`config.mk`:
```
export PLATFORM = sky130hd
export DESIGN_NAME = stopwatch_time_core
export DESIGN_NICKNAME = d
export VERILOG_FILES = /design/src/rtl/stopwatch_time_core.sv
export SDC_FILE = /design/constraint.sdc
export NUM_CORES = 1
export LEC_CHECK = 0
export ABC_CLOCK_PERIOD_IN_PS = 1500
export CAP_MARGIN = 20
export CORE_AREA = 2 2 84 54
export CTS_BUF_LIST = sky130_fd_sc_hd__clkbuf_2
export CTS_CLUSTER_DIAMETER = 80
export DETAILED_ROUTE_END_ITERATION = 6
export DIE_AREA = 0 0 86 56
export GPL_ROUTABILITY_DRIVEN = 0
export PLACE_DENSITY = 0.77
export REMOVE_ABC_BUFFERS = 1
export SKIP_CTS_REPAIR_TIMING = 1
export SYNTH_ARGS = -nofsm -noshare
export SYNTH_HDL_FRONTEND = slang
export SYNTH_SLANG_ARGS = --single-unit
```
`constraint.sdc`:
```
create_clock -name clk -period 1.5 [get_ports clk]
set_input_delay 0.225 -clock clk [delete_from_list [all_inputs] [get_ports clk]]
set_output_delay 0.225 -clock clk [all_outputs]
set_load 0.005 [all_outputs]
```
`src/rtl/stopwatch_time_core.sv`:
```
// -----------------------------------------------------------------------------
// stopwatch_time_core
//
// Accumulates elapsed time as BCD MM:SS from the divider tick. Start/stop,
// clear and lap (display freeze) controls are 1-cycle pulses. Only the
// highest-priority control acts in a cycle: clear > start_stop > lap.
//
// Parameters:
//   TICKS_PER_INCREMENT  tick_in pulses per 1-second increment (>= 1)
//   MAX_MINUTES          highest minute value before wrapping to 00:00 (1..99)
//
// Ports:
//   clk         board clock
//   rst         asynchronous, active-high reset
//   tick_in     1-cycle divider pulse; counted only in RUN or LAP
//   start_stop  1-cycle pulse; toggles run/pause
//   clear       1-cycle pulse; zero time and overflow, go idle
//   lap         1-cycle pulse; freeze/release displayed value while running
//   sec_ones    displayed seconds units (BCD 0-9)
//   sec_tens    displayed seconds tens (BCD 0-5)
//   min_ones    displayed minutes units (BCD 0-9)
//   min_tens    displayed minutes tens (BCD 0-9)
//   running     high in RUN or LAP
//   lap_active  high in LAP
//   overflow    sticky; set on the MAX_MINUTES:59 -> 00:00 wrap
// -----------------------------------------------------------------------------
module stopwatch_time_core #(
  parameter int TICKS_PER_INCREMENT = 1,
  parameter int MAX_MINUTES         = 59
) (
  input  logic       clk,
  input  logic       rst,
  input  logic       tick_in,
  input  logic       start_stop,
  input  logic       clear,
  input  logic       lap,
  output logic [3:0] sec_ones,
  output logic [3:0] sec_tens,
  output logic [3:0] min_ones,
  output logic [3:0] min_tens,
  output logic       running,
  output logic       lap_active,
  output logic       overflow
);

  typedef enum logic [1:0] {
    IDLE,
    RUN,
    PAUSE,
    LAP
  } state_t;

  typedef struct packed {
    logic [3:0] min_tens;
    logic [3:0] min_ones;
    logic [3:0] sec_tens;
    logic [3:0] sec_ones;
  } bcd_time_t;

  localparam int              PS_W         = (TICKS_PER_INCREMENT > 1) ?
                                             $clog2(TICKS_PER_INCREMENT) : 1;
  localparam logic [PS_W-1:0] PS_LAST      = PS_W'(TICKS_PER_INCREMENT - 1);
  localparam logic [3:0]      MAX_MIN_TENS = 4'(MAX_MINUTES / 10);
  localparam logic [3:0]      MAX_MIN_ONES = 4'(MAX_MINUTES % 10);

  state_t          state_q;
  bcd_time_t       time_q, time_d;
  bcd_time_t       snap_q;
  bcd_time_t       disp;
  logic [PS_W-1:0] presc_q, presc_d;
  logic            overflow_q;
  logic            count_tick;
  logic            second_tick;
  logic            wrap;

  // Next live time and prescaler. Ticks are judged against the pre-edge
  // state, so a tick arriving with start_stop in RUN still counts, while one
  // arriving with start_stop in PAUSE/IDLE does not.
  always_comb begin
    // NOTE: every output of this block gets a default first so no path
    // leaves a value unassigned, which would otherwise infer a latch.
    count_tick  = tick_in && ((state_q == RUN) || (state_q == LAP));
    second_tick = count_tick && (presc_q == PS_LAST);
    wrap        = (time_q.min_tens == MAX_MIN_TENS) &&
                  (time_q.min_ones == MAX_MIN_ONES) &&
                  (time_q.sec_tens == 4'd5) &&
                  (time_q.sec_ones == 4'd9);
    presc_d     = presc_q;
    time_d      = time_q;

    if (count_tick) begin
      presc_d = second_tick ? '0 : presc_q + 1'b1;
    end

    // Cascaded BCD carries all resolve on the same edge.
    if (second_tick) begin
      if (wrap) begin
        time_d = '0;
      end else if (time_q.sec_ones != 4'd9) begin
        time_d.sec_ones = time_q.sec_ones + 4'd1;
      end else begin
        time_d.sec_ones = 4'd0;
        if (time_q.sec_tens != 4'd5) begin
          time_d.sec_tens = time_q.sec_tens + 4'd1;
        end else begin
          time_d.sec_tens = 4'd0;
          if (time_q.min_ones != 4'd9) begin
            time_d.min_ones = time_q.min_ones + 4'd1;
          end else begin
            time_d.min_ones = 4'd0;
            time_d.min_tens = time_q.min_tens + 4'd1;
          end
        end
      end
    end
  end

  // Control FSM plus time, snapshot, prescaler and overflow registers.
  always_ff @(posedge clk or posedge rst) begin
    // NOTE: sequential state uses non-blocking assignments so every register
    // samples pre-edge values; the lap snapshot relies on this to capture
    // the pre-increment time when a tick lands on the same edge.
    if (rst) begin
      state_q    <= IDLE;
      time_q     <= '0;
      snap_q     <= '0;
      presc_q    <= '0;
      overflow_q <= 1'b0;
    end else if (clear) begin
      state_q    <= IDLE;
      time_q     <= '0;
      snap_q     <= '0;
      presc_q    <= '0;
      overflow_q <= 1'b0;
    end else begin
      time_q  <= time_d;
      presc_q <= presc_d;
      if (second_tick && wrap) begin
        overflow_q <= 1'b1;
      end

      unique case (state_q)
        IDLE: begin
          if (start_stop) state_q <= RUN;
        end
        RUN: begin
          if (start_stop) begin
            state_q <= PAUSE;
          end else if (lap) begin
            state_q <= LAP;
            snap_q  <= time_q;
          end
        end
        LAP: begin
          if (start_stop) begin
            state_q <= PAUSE;
          end else if (lap) begin
            state_q <= RUN;
          end
        end
        PAUSE: begin
          if (start_stop) state_q <= RUN;
        end
        default: state_q <= IDLE;
      endcase
    end
  end

  // Display mux straight off the registers: no extra pipeline latency.
  assign disp       = (state_q == LAP) ? snap_q : time_q;
  assign sec_ones   = disp.sec_ones;
  assign sec_tens   = disp.sec_tens;
  assign min_ones   = disp.min_ones;
  assign min_tens   = disp.min_tens;
  assign running    = (state_q == RUN) || (state_q == LAP);
  assign lap_active = (state_q == LAP);
  assign overflow   = overflow_q;

endmodule

```
# [Word level (Yosys, flattened, before mapping)]
# Index checks and enable logic that the tools add are counted.
[totals] regBits=36 input_bits=6 out_inout_bits=19
[op_classes] reduce_logical=19 eq_ne=17 n_addsub=5 bitwise=1 n_mux=26
[op_table] cell="16-bit two-way mux" n=8
[op_table] cell="4-bit by 1-bit adder with 4-bit output, second input constant" n=4
[op_table] cell="4-bit two-way mux" n=4
[op_table] cell="4-bit inequality test, second input constant" n=4
[op_table] cell="12-bit two-way mux" n=1
[op_table] cell="2-bit two-way mux" n=6
[op_table] cell="2-bit nonzero test" n=5
[op_table] cell="3-bit inequality test, second input constant" n=3
[op_table] cell="3-bit AND reduction" n=3
[op_table] cell="4-bit by 3-bit == test with 1-bit output, second input constant" n=2
[op_table] cell="4-bit == test, second input constant" n=2
[op_table] cell="8-bit two-way mux" n=1
[op_table] cell="1-bit logical AND" n=6
[op_table] cell="2-bit case mux with 3 select lines" n=1
[op_table] cell="1-bit two-way mux" n=5
[op_table] cell="2-bit == test, second input constant" n=2
[op_table] cell="4-bit by 3-bit inequality test with 1-bit output, second input constant" n=1
[op_table] cell="4-bit AND reduction" n=1
[op_table] cell="3-bit by 1-bit inequality test with 1-bit output, second input constant" n=1
[op_table] cell="2-bit by 1-bit == test with 1-bit output, second input constant" n=1
[op_table] cell="2-bit logical NOT" n=1
[op_table] cell="2-bit by 1-bit inequality test with 1-bit output, second input constant" n=1
[op_table] cell="2-bit AND reduction" n=1
[op_table] cell="2-bit OR reduction" n=1
[op_table] cell="other kinds (3)" n=3

# [Longest topological paths before layout]
# Gate-level depths: netlist of the first run.
[logic_depth] depth_word=7 depth_mapped=7 depth_no_buf=6

# [Worst setup path before layout of the first run]
# No wires, ideal clock.
[synth_timing] path_kind="register to register" startpoint="register time_q[4] in the netlist's numbering" endpoint="register time_q[10] in the netlist's numbering" arrival_time_ns=1.465 required_ns=1.371 path_stages_with_launch=7 n_path_buf=1 synth_period_minus_slack_ns=1.594 setup_time_ns=0.129 slack_ns=-0.094 cell_sequence="dfrtp_1 -> ha_1 -> and3b_1 -> buf_2 -> a31oi_2 -> nand2b_1 -> o21ai_0"
[synth_between] elab_chain_cells=6 elab_cells_between_ends=10 classes_between="eq/ne: 4; mux: 3; reduce/logical: 3"
[synth_rtl] item="start, declared" line="67" rtl="bcd_time_t time_q, time_d;"
[synth_rtl] item="start signal, assigned" line="136" rtl="time_q <= time_d;"
[synth_rtl] item="4-bit by 3-bit == test with 1-bit output" line="86" rtl="(time_q.sec_tens == 4'd5) &&"
[synth_rtl] item="1-bit logical AND" line="85" rtl="(time_q.min_ones == MAX_MIN_ONES) &&"
[synth_rtl] item="1-bit logical AND" line="86"
[synth_rtl] item="16-bit two-way mux" line="97" rtl="if (wrap) begin"
[synth_rtl] item="16-bit two-way mux" line="96" rtl="if (second_tick) begin"
[synth_rtl] item="16-bit two-way mux" line="129" rtl="end else if (clear) begin"
# Parallel ways exist; a longest one is shown, timed or not. The select of a mux whose other input is x is not followed.
# A chain may end at the register's enable or synchronous reset.

# [Final worst setup path of the first run]
[layout_timing] startpoint="register state_q[1]" endpoint="output min_tens[2]"
[layout_between] elab_chain_cells=2
[layout_rtl] item="start, declared" line="66" rtl="state_t state_q;"
[layout_rtl] item="start signal, assigned" line="124" rtl="state_q <= IDLE;"
[layout_rtl] item="start signal, assigned" line="130" rtl="state_q <= IDLE;"
[layout_rtl] item="start signal, assigned" line="144" rtl="if (start_stop) state_q <= RUN;"
[layout_rtl] item="2-bit == test" line="170" rtl="assign disp = (state_q == LAP) ? snap_q : time_q;"
[layout_rtl] item="16-bit two-way mux" line="170"
[layout_rtl] item="end, declared" line="40" rtl="output logic [3:0] min_tens,"
# No other way between the ends.

==> results of run 1 <==
[cell families after synthesis]
group	after synthesis	share of synthesized area [%]
AOI/OAI and AO/OA	52	15.7
and+or+nand+nor	83	21.3
buffers and inverters	20	4.44
muxes	13	7.36
DFF	36	45.7
xor gates and xnor gates	1	0.444
adders and majority gates	8	5.08
[Yosys cell counts, drive strengths merged]
library cell	number	area, um2
nor4b	1	23.8
o21ai	20	100
and3	1	6.26
o31ai	1	12.5
xnor2	1	8.76
a311oi	2	17.5
nor2b	1	6.26
dfrtp	36	901
mux2	12	135
inv	6	22.5
ha	8	100
mux2i	1	10.0
a211oi	1	7.51
nand4	3	18.8
nand3	4	20.0
o41ai	2	17.5
a31oi	1	12.5
nand3b	4	30.0
or3	2	17.5
a21oi	24	131
clkinv	1	3.75
nand2b	3	18.8
nor3b	1	7.51
nor2	8	30.0
and3b	6	53.8
clkbuf	6	22.5
o21ba	1	10.0
buf	7	38.8
nand2	46	173
nor3	3	15.0
[layer usage]
metal | wire, um | vias to the layer above | track usage, % | share of wire [%]
li1 | - | 874 | - | -
met1 | 2420 | 852 | 30.2 | 48
met2 | 2260 | 52 | 29.2 | 45
met3 | 317 | 0 | 5.49 | 6.3
met4 | 0 | 0 | 5.90 | 0
met5 | 0 | - | 0 | 0
[layout by cell type (no fill, tap or decap), types with 3 or more instances in the layout]
cell             netlist  layout
nand2_1               46      45
dfrtp_1               36      36
buf_4                  2      34
a21oi_1               23      23
clkbuf_2               0      17
buf_6                  0      14
mux2_4                 0       9
o21ai_0               18       8
o21ai_1                2       8
nor2_1                 8       7
and3b_2                1       5
ha_1                   8       5
clkdlybuf4s50_1        0       5
nand3_1                4       4
nand3b_1               4       4
o21ai_2                0       4
dlymetal6s2s_1         0       4
nand4_1                3       3
nor3_1                 3       3
inv_1                  6       3
mux2_2                12       3
inv_2                  0       3
[layout make-up]
class,count,area [um2],share of cell area (%)
tap,50,62.6,2.26
clock inverter,3,18.8,0.677
multi-input combinational,158,1120,40.3
clock buffer,5,25.0,0.903
timing repair buffer,72,618,22.3
inverter,7,30.0,1.08
sequential,36,901,32.5
[state kept, by name (all words and copies together) (netlist names)]
| register | count |
|---|---|
| overflow | 1 |
| presc_q | 1 |
| snap_q | 16 |
| state_q | 2 |
| time_q | 16 |
[worst max path at each step]
stage,endpoint,slack [ns],cells after the start
4_1_cts,min_tens[1],-0.75,4
3_5_place_dp,min_tens[1],-0.27,4
6_report,min_tens[2],-0.38,6
2_1_floorplan,time_q[7]$_DFFE_PP0P_,-0.12,6
5_1_grt,min_tens[2],-0.50,6
3_3_place_gp,min_tens[1],-0.24,4
[tightest hold or removal path, stage by stage]
cell and delay, ns:
clkdlybuf4s50_1 0.40, inv_1 0.09, buf_12 0.22
[stage by stage]
step	area, um2	hold WS (ns)	utilization, %	cells
2_1_floorplan	1910	0.288	-	200
3_3_place_gp	2500	0.500	62.7	309
3_5_place_dp	2500	0.500	62.7	309
4_1_cts	2540	0.140	63.8	317
5_1_grt	2770	0.137	69.5	331
6_report	2770	0.155	69.5	331
[power groups by stage]
stage / clock, mW / sequential [mW] / combinational (mW)
floorplan: 0 / 1.05 / 0.128
global placement: 0 / 1.04 / 0.337
detailed placement: 0 / 1.04 / 0.344
CTS: 0.469 / 1.02 / 0.346
global route: 0.521 / 1.03 / 0.433
finish: 0.460 / 1.03 / 0.397
==> reports/results.env, run 1 <==
SETUP_WS_NS=-0.380
TIMING.CRITICAL_PATH.TO_TYPE='output port'
CRITPATHMAXSTAGEDELAY_NS=0.43
DIE_OUTLINE_AREA_UM2=4820
WORSTREGTOREGCELLS=6
WORST-R2R-SETUP-SLACK_NS=-0.12
SLEW_HEADROOM_PCT=78.7
POST_SYNTH_INST_COUNT=213
INTERNAL_POWER_mW=1.32
POWER.SHARE.SEQUENTIAL_PCT=54.6
CORE_AREA_UM2=3990
TIMING.FINAL.CRIT_SHARE_PCT=125
FINAL_HOLD_VIOL_COUNT=0
CP.REQUIRED_NS=1.27
POST_DRT_VIA_CELL_RATIO=5.37
DETAIL_ROUTE.FIRST_PASS.ITERATIONS=4
REPORT.FINAL.SLEW_VIOL_COUNT=0
ROUTED_WIRE_LENGTH_PER_INSTANCE_UM=15.1
DETAILEDROUTE.FIRSTITERATIONVIOLATIONS=74
DRC=0
REGTOREGSTARTPOINT='time_q[5]$_DFFE_PP0P_'
POWER_PER_UNIT_OF_STANDARD_CELL_AREA_nW_PER_UM2=680
SETUP_VIOL=26
GRT_START_MAX_NET_PINS=37
CLOCK_SKEW_NS=0.0279
CRITPATHTOPFAMILY='buffers and inverters'
DIE_HEIGHT_UM=56
PERIOD_MINUS_SLACK_NS=1.88
BUFFER_PORTS.INSERTED=24
AREAGROWTHSYNTHTOFINISH_PCT=40.5
PATH_CLASS='flip-flop to output port'
CLOCK_POWER_SHARE_PCT=24.4
GRT_ANTENNA_BEFORE_REPAIR=0
NUMCTSBUFFERS=5
GR-TOTAL-OVERFLOW=0
CLOCK_TREE.HTREE_LEVEL_COUNT=2
CP_NUM_BUF_INV=4
CP-STARTPOINT='state_q[1]$_DFFE_PP0P_'
TOP_LEVEL_PORTS=25
DRIVE_ABOVE_1_SHARE_PCT=39.9
CRITICAL_PATH.STARTPOINT_TYPE='flip-flop'
TIMING.RR.END='time_q[15]$_DFFE_PP0P_'
PLACEMENT_ROWS=18
VIAS=1778
DIE_W_UM=86
CTS_ROOT_BUFFER='clkbuf_2'
LAYOUT.NETS=294
SYNTHESIS.AREA_PER_INSTANCE_UM2=9.26
WORSTSKEWPAIRLATENCY_NS=0.39
WORSTPATHMAXFANOUT=4
TIMING.SETUP.TNS_NS=-5.75
NUMBER_OF_DIFFERENT_LIBRARY_CELLS_IN_THE_POST_SYNTHESIS_NETLIST=36
CLOCK_TREE_FROM_TRITONCTS='yes'
GRT_SETUP_UNREPAIRED='yes'
CRIT_TOP_CELL='buf_6'
PRE_CTS_WS_NS=-0.270
FAILED_CHECKS='negative setup slack'
INITIAL_CORE_UTIL_PCT=49.5
SWITCHINGPOWER_uW=570
GRT_PASS1_VIAS=1668
WORSTHOLDPATHTYPE='primary input to asynchronous set/reset pin'
SYNTH-WARNING-COUNT=0
GLOBAL_ROUTE.USAGE.TOTAL_PCT=20.5
SYNTH_SEQUENTIAL_AREA_RATIO_PCT=45.7
WORSTPATHCELLLIST='nand2_2 -> buf_6 -> buf_6 -> buf_6 -> mux2_4 -> buf_6'
DRV.MAX_CAP_VIOLATION_COUNT=0
HPWL_MM=3.22
CRIT_SLOWEST_CELL='dfrtp_1'
NUMBER_OF_ANTENNA_VIOLATING_NETS_IN_THE_ROUTED_DESIGN=0
TRITONCTS_NUM_SINKS=36
NETSWITCHINGFRACTION_PCT=30.2
ANTENNA-DIODE-COUNT=0
FINALPOWER_mW=1.88
SYNTH_AREA_UM2=1970
RUN_STATUS='finished, violations left'
ARRIVAL_NS=1.66
PEAKVDDDROP_V=0.000437
CLOCK.FMAX_MHz=532
CTS.REPORTEDPATHS.CLKPINSLEW_NS=0.20
GRT_PASS1_WL_MM=7.71
WL_MM=5.00
FILL_CELLS=315
SYNTH-SEQ-CELLS=36
COMB_POWER_SHARE_PCT=21.0
TIGHTEST_SLEW_NS=0.319
P_LEAK_nW=1.37
CTS-ROOT-TO-SINK-BUFFERS=2
Note: power is estimated with default switching activity, not from simulation.
==> run 2: changes to the inputs <==
ABC_CLOCK_PERIOD_IN_PS = 1910   (was 1500)
CORE_AREA = 2 2 79 51   (was 2 2 84 54)
DIE_AREA = 0 0 81 53   (was 0 0 86 56)
PLACE_DENSITY = 0.82   (was 0.77)
clock period = 1.91 ns   (was 1.5 ns; I/O delays follow)
==> run 2 against run 1 <==
  * The run still ends with negative setup slack left
  * Combinational power is 42% lower
  * Register-to-register slack better by 0.26 ns
  * Core utilization is 0.81 points lower
  * Via count is 6.5% lower
  * Cell area is 12% lower
  * Cell count is 11% lower
  * Total power is 27% lower
  * Sequential cell count stayed put
  * Clock-buffer cell count stayed put
  * Routed wire length is 11% lower
  * Critical endpoint is now min_ones[0]
  * Largest power group unchanged
==> reports/results.env, run 2 (synthesis gave the netlist of run 1 again) <==
HPWL_MM=2.81  # -13%
VIAS=1662  # -6.5%
TRITONCTS_NUM_SINKS=36  # unchanged
FAILED_CHECKS='negative setup slack'
GRT_PASS1_VIAS=1468  # -12%
WORSTREGTOREGCELLS=6  # unchanged
POSTLAYOUTCOREUTIL_PCT=68.7  # -0.81 points
TOP_LEVEL_PORTS=25  # unchanged
WORSTSKEWPAIRLATENCY_NS=0.39  # about the same
REPORT.FINAL.SLEW_VIOL_COUNT=0  # unchanged
PLACED_CELLS=282  # -8.7%
TOP_REGS='snap_q: 16 flops, time_q: 16 flops, state_q: 2 flops'
GRT_PASS1_WL_MM=7.11  # -7.7%
LAYOUT.CELLS.NON_FILLER=296  # -11%
COMB_POWER_SHARE_PCT=16.6  # -4.4 points
GLOBAL_ROUTE.USAGE.TOTAL_PCT=22.7  # +2.2 points
NUMBER_OF_ANTENNA_VIOLATING_NETS_IN_THE_ROUTED_DESIGN=0  # unchanged
CTS_ROOT_BUFFER='clkbuf_2'
INITIAL_CORE_UTIL_PCT=55.8  # +6.4 points
INTERNAL_POWER_uW=979  # -26%
CTS-ROOT-TO-SINK-BUFFERS=2  # unchanged
PERIOD_MINUS_SLACK_NS=1.93
PEAKVDDDROP_V=0.000317  # -27%
DIE_W_UM=81  # -5.8%
POST_DRT_VIA_CELL_RATIO=5.61  # +4.5%
CRITICAL_PATH.STARTPOINT_TYPE='flip-flop'
LAYOUT.NETS=262  # -11%
PLACEMENT_ROWS=17  # -1
CP-STARTPOINT='state_q[1]$_DFFE_PP0P_'
POWER_PER_UNIT_OF_STANDARD_CELL_AREA_nW_PER_UM2=570  # -16%
TIMING.SETUP.TNS_NS=-0.0300  # +5.72 ns
FILL_CELLS=296  # -6.0%
CLOCK_TREE.HTREE_LEVEL_COUNT=2  # unchanged
TIMING.FINAL.CRIT_SHARE_PCT=101
WL_MM=4.45  # -11%
GRT_ANTENNA_BEFORE_REPAIR=0  # unchanged
ARRIVAL_NS=1.64  # -0.02 ns
DIE_HEIGHT_UM=53  # -5.4%
SLEW_HEADROOM_PCT=70.0  # -8.6 points
CLOCK_TREE_FROM_TRITONCTS='yes'
CORE_AREA_UM2=3530  # -11%
WORSTPATHMAXFANOUT=4  # unchanged
SETUP_VIOL=3  # -88%
GRT_SETUP_UNREPAIRED='yes'
LAYOUT.CELLS.MOST_COMMON_LIST='45 x nand2_1, 36 x dfrtp_1, 23 x a21oi_1'
NUMCTSBUFFERS=5  # unchanged
DRIVE_ABOVE_1_SHARE_PCT=23.3  # -17 points
TIMING.RR.END='time_q[10]$_DFFE_PP0P_'
ANTENNA-DIODE-COUNT=0  # unchanged
REGTOREGSTARTPOINT='time_q[5]$_DFFE_PP0P_'
TIGHTEST_SLEW_NS=0.449  # +0.130 ns
P_LEAK_nW=1.20  # -12%
DRC=0  # unchanged
MULTI_INPUT_COMB_AREA_UM2=1030  # -7.4%
TIMING.CRITICAL_PATH.TO_TYPE='output port'
DIE_OUTLINE_AREA_UM2=4290  # -11%
LAYOUT_COMMONEST_CELL='nand2_1'
CLOCK.FMAX_MHz=519
DRV.MAX_CAP_VIOLATION_COUNT=0  # unchanged
CLOCK_POWER_SHARE_PCT=24.5  # about the same
PATH_CLASS='flip-flop to output port'
CRIT_END='min_ones[0]'
AREA.SEQUENTIAL_UM2=901  # unchanged
WORST-R2R-SETUP-SLACK_NS=0.14  # +0.26 ns
GRT_START_MAX_NET_PINS=37  # unchanged
BUFFER_PORTS.INSERTED=24  # unchanged
NETSWITCHINGFRACTION_PCT=29.2  # -1.0 points
RUN_STATUS='finished, violations left'
ROUTED_WIRE_LENGTH_PER_INSTANCE_UM=15.0  # -0.65%
SETUP_WS_NS=-0.0165  # +0.363 ns
FINAL_HOLD_VIOL_COUNT=0  # unchanged
WORSTHOLDPATHTYPE='primary input to asynchronous set/reset pin'
DETAILEDROUTE.FIRSTITERATIONVIOLATIONS=116  # +57%
DETAIL_ROUTE.FIRST_PASS.ITERATIONS=6  # +2
CLOCK_SKEW_NS=0.0202  # -0.00764 ns
CP.REQUIRED_NS=1.62  # +0.35 ns
GR-TOTAL-OVERFLOW=0  # unchanged
AREAGROWTHSYNTHTOFINISH_PCT=23.0
POWER.SHARE.SEQUENTIAL_PCT=58.9  # +4.3 points
SWITCHINGPOWER_uW=404  # -29%
CTS.REPORTEDPATHS.CLKPINSLEW_NS=0.19  # about the same
==> run 2: cell types whose count changed in the layout (fill, tap and decap cells not counted), sizes merged <==
cell | previous run | this run
buf | 51 | 18
clkbuf | 17 | 15
clkdlybuf4s50 | 5 | 7
and3b | 7 | 6
clkinvlp | 1 | 2
dlymetal6s2s | 4 | 5
==> run 2: per-stage QoR <==
| stage | hold slack [ns] | area [um2] | power (mW) | worst slack [ns] |
|---|---|---|---|---|
| after CTS | 0.267 | 2340 | 1.38 | -0.392 |
| after floorplan | 0.350 | 1910 | 0.926 | 0.286 |
| after global routing | 0.300 | 2430 | 1.46 | -0.0891 |
| final | 0.272 | 2430 | 1.38 | -0.0165 |
| after global placement | 0.496 | 2300 | 1.04 | 0.112 |
| after detailed placement | 0.513 | 2300 | 1.04 | 0.0844 |
==> run 2: critical path, stage by stage, from the launching register on <==
cell and delay [ns]:
dfrtp_1 0.45, nand2_4 0.14, buf_6 0.14, buf_6 0.11
mux2_4 0.30, buf_6 0.11
==> run 2: layout make-up <==
class                   count  area share (%)
multi-input cells         157            42.6
flip-flops and latches     36            37.1
repair buffers             40            14.7
well taps                  47            2.42
inverters                   7            1.24
clock buffers               5            1.03
clock inverters             3           0.567
repair inverters            1           0.309
==> run 2: worst min-delay path by stage <==
stage	start	to	slack, ns	depth (start not counted)
floorplan	clear	snap_q[0]$_DFFE_PP0P_	0.35	1
global placement	presc_q$_DFFE_PP0P_	presc_q$_DFFE_PP0P_	0.50	2
detailed placement	snap_q[3]$_DFFE_PP0P_	snap_q[3]$_DFFE_PP0P_	0.51	2
CTS	rst	snap_q[9]$_DFFE_PP0P_	0.27	3
global route	rst	snap_q[11]$_DFFE_PP0P_	0.30	3
finish	rst	snap_q[9]$_DFFE_PP0P_	0.27	3
==> run 2: power by group through the flow <==
stage               logic, mW  clock network (mW)  registers [mW]
floorplan               0.101                   0           0.825
global placement        0.216                   0           0.824
detailed placement      0.218                   0           0.826
CTS                     0.220               0.352           0.812
global route            0.260               0.382           0.817
finish                  0.230               0.339           0.815
==> run 2: per-layer routing <==
metal,track usage (%),routed length [um],vias to the layer above
met5,0,0,-
met4,5.93,40,0
met3,5.12,262,7
met2,33.3,1930,52
met1,33.7,2220,794
li1,-,-,809
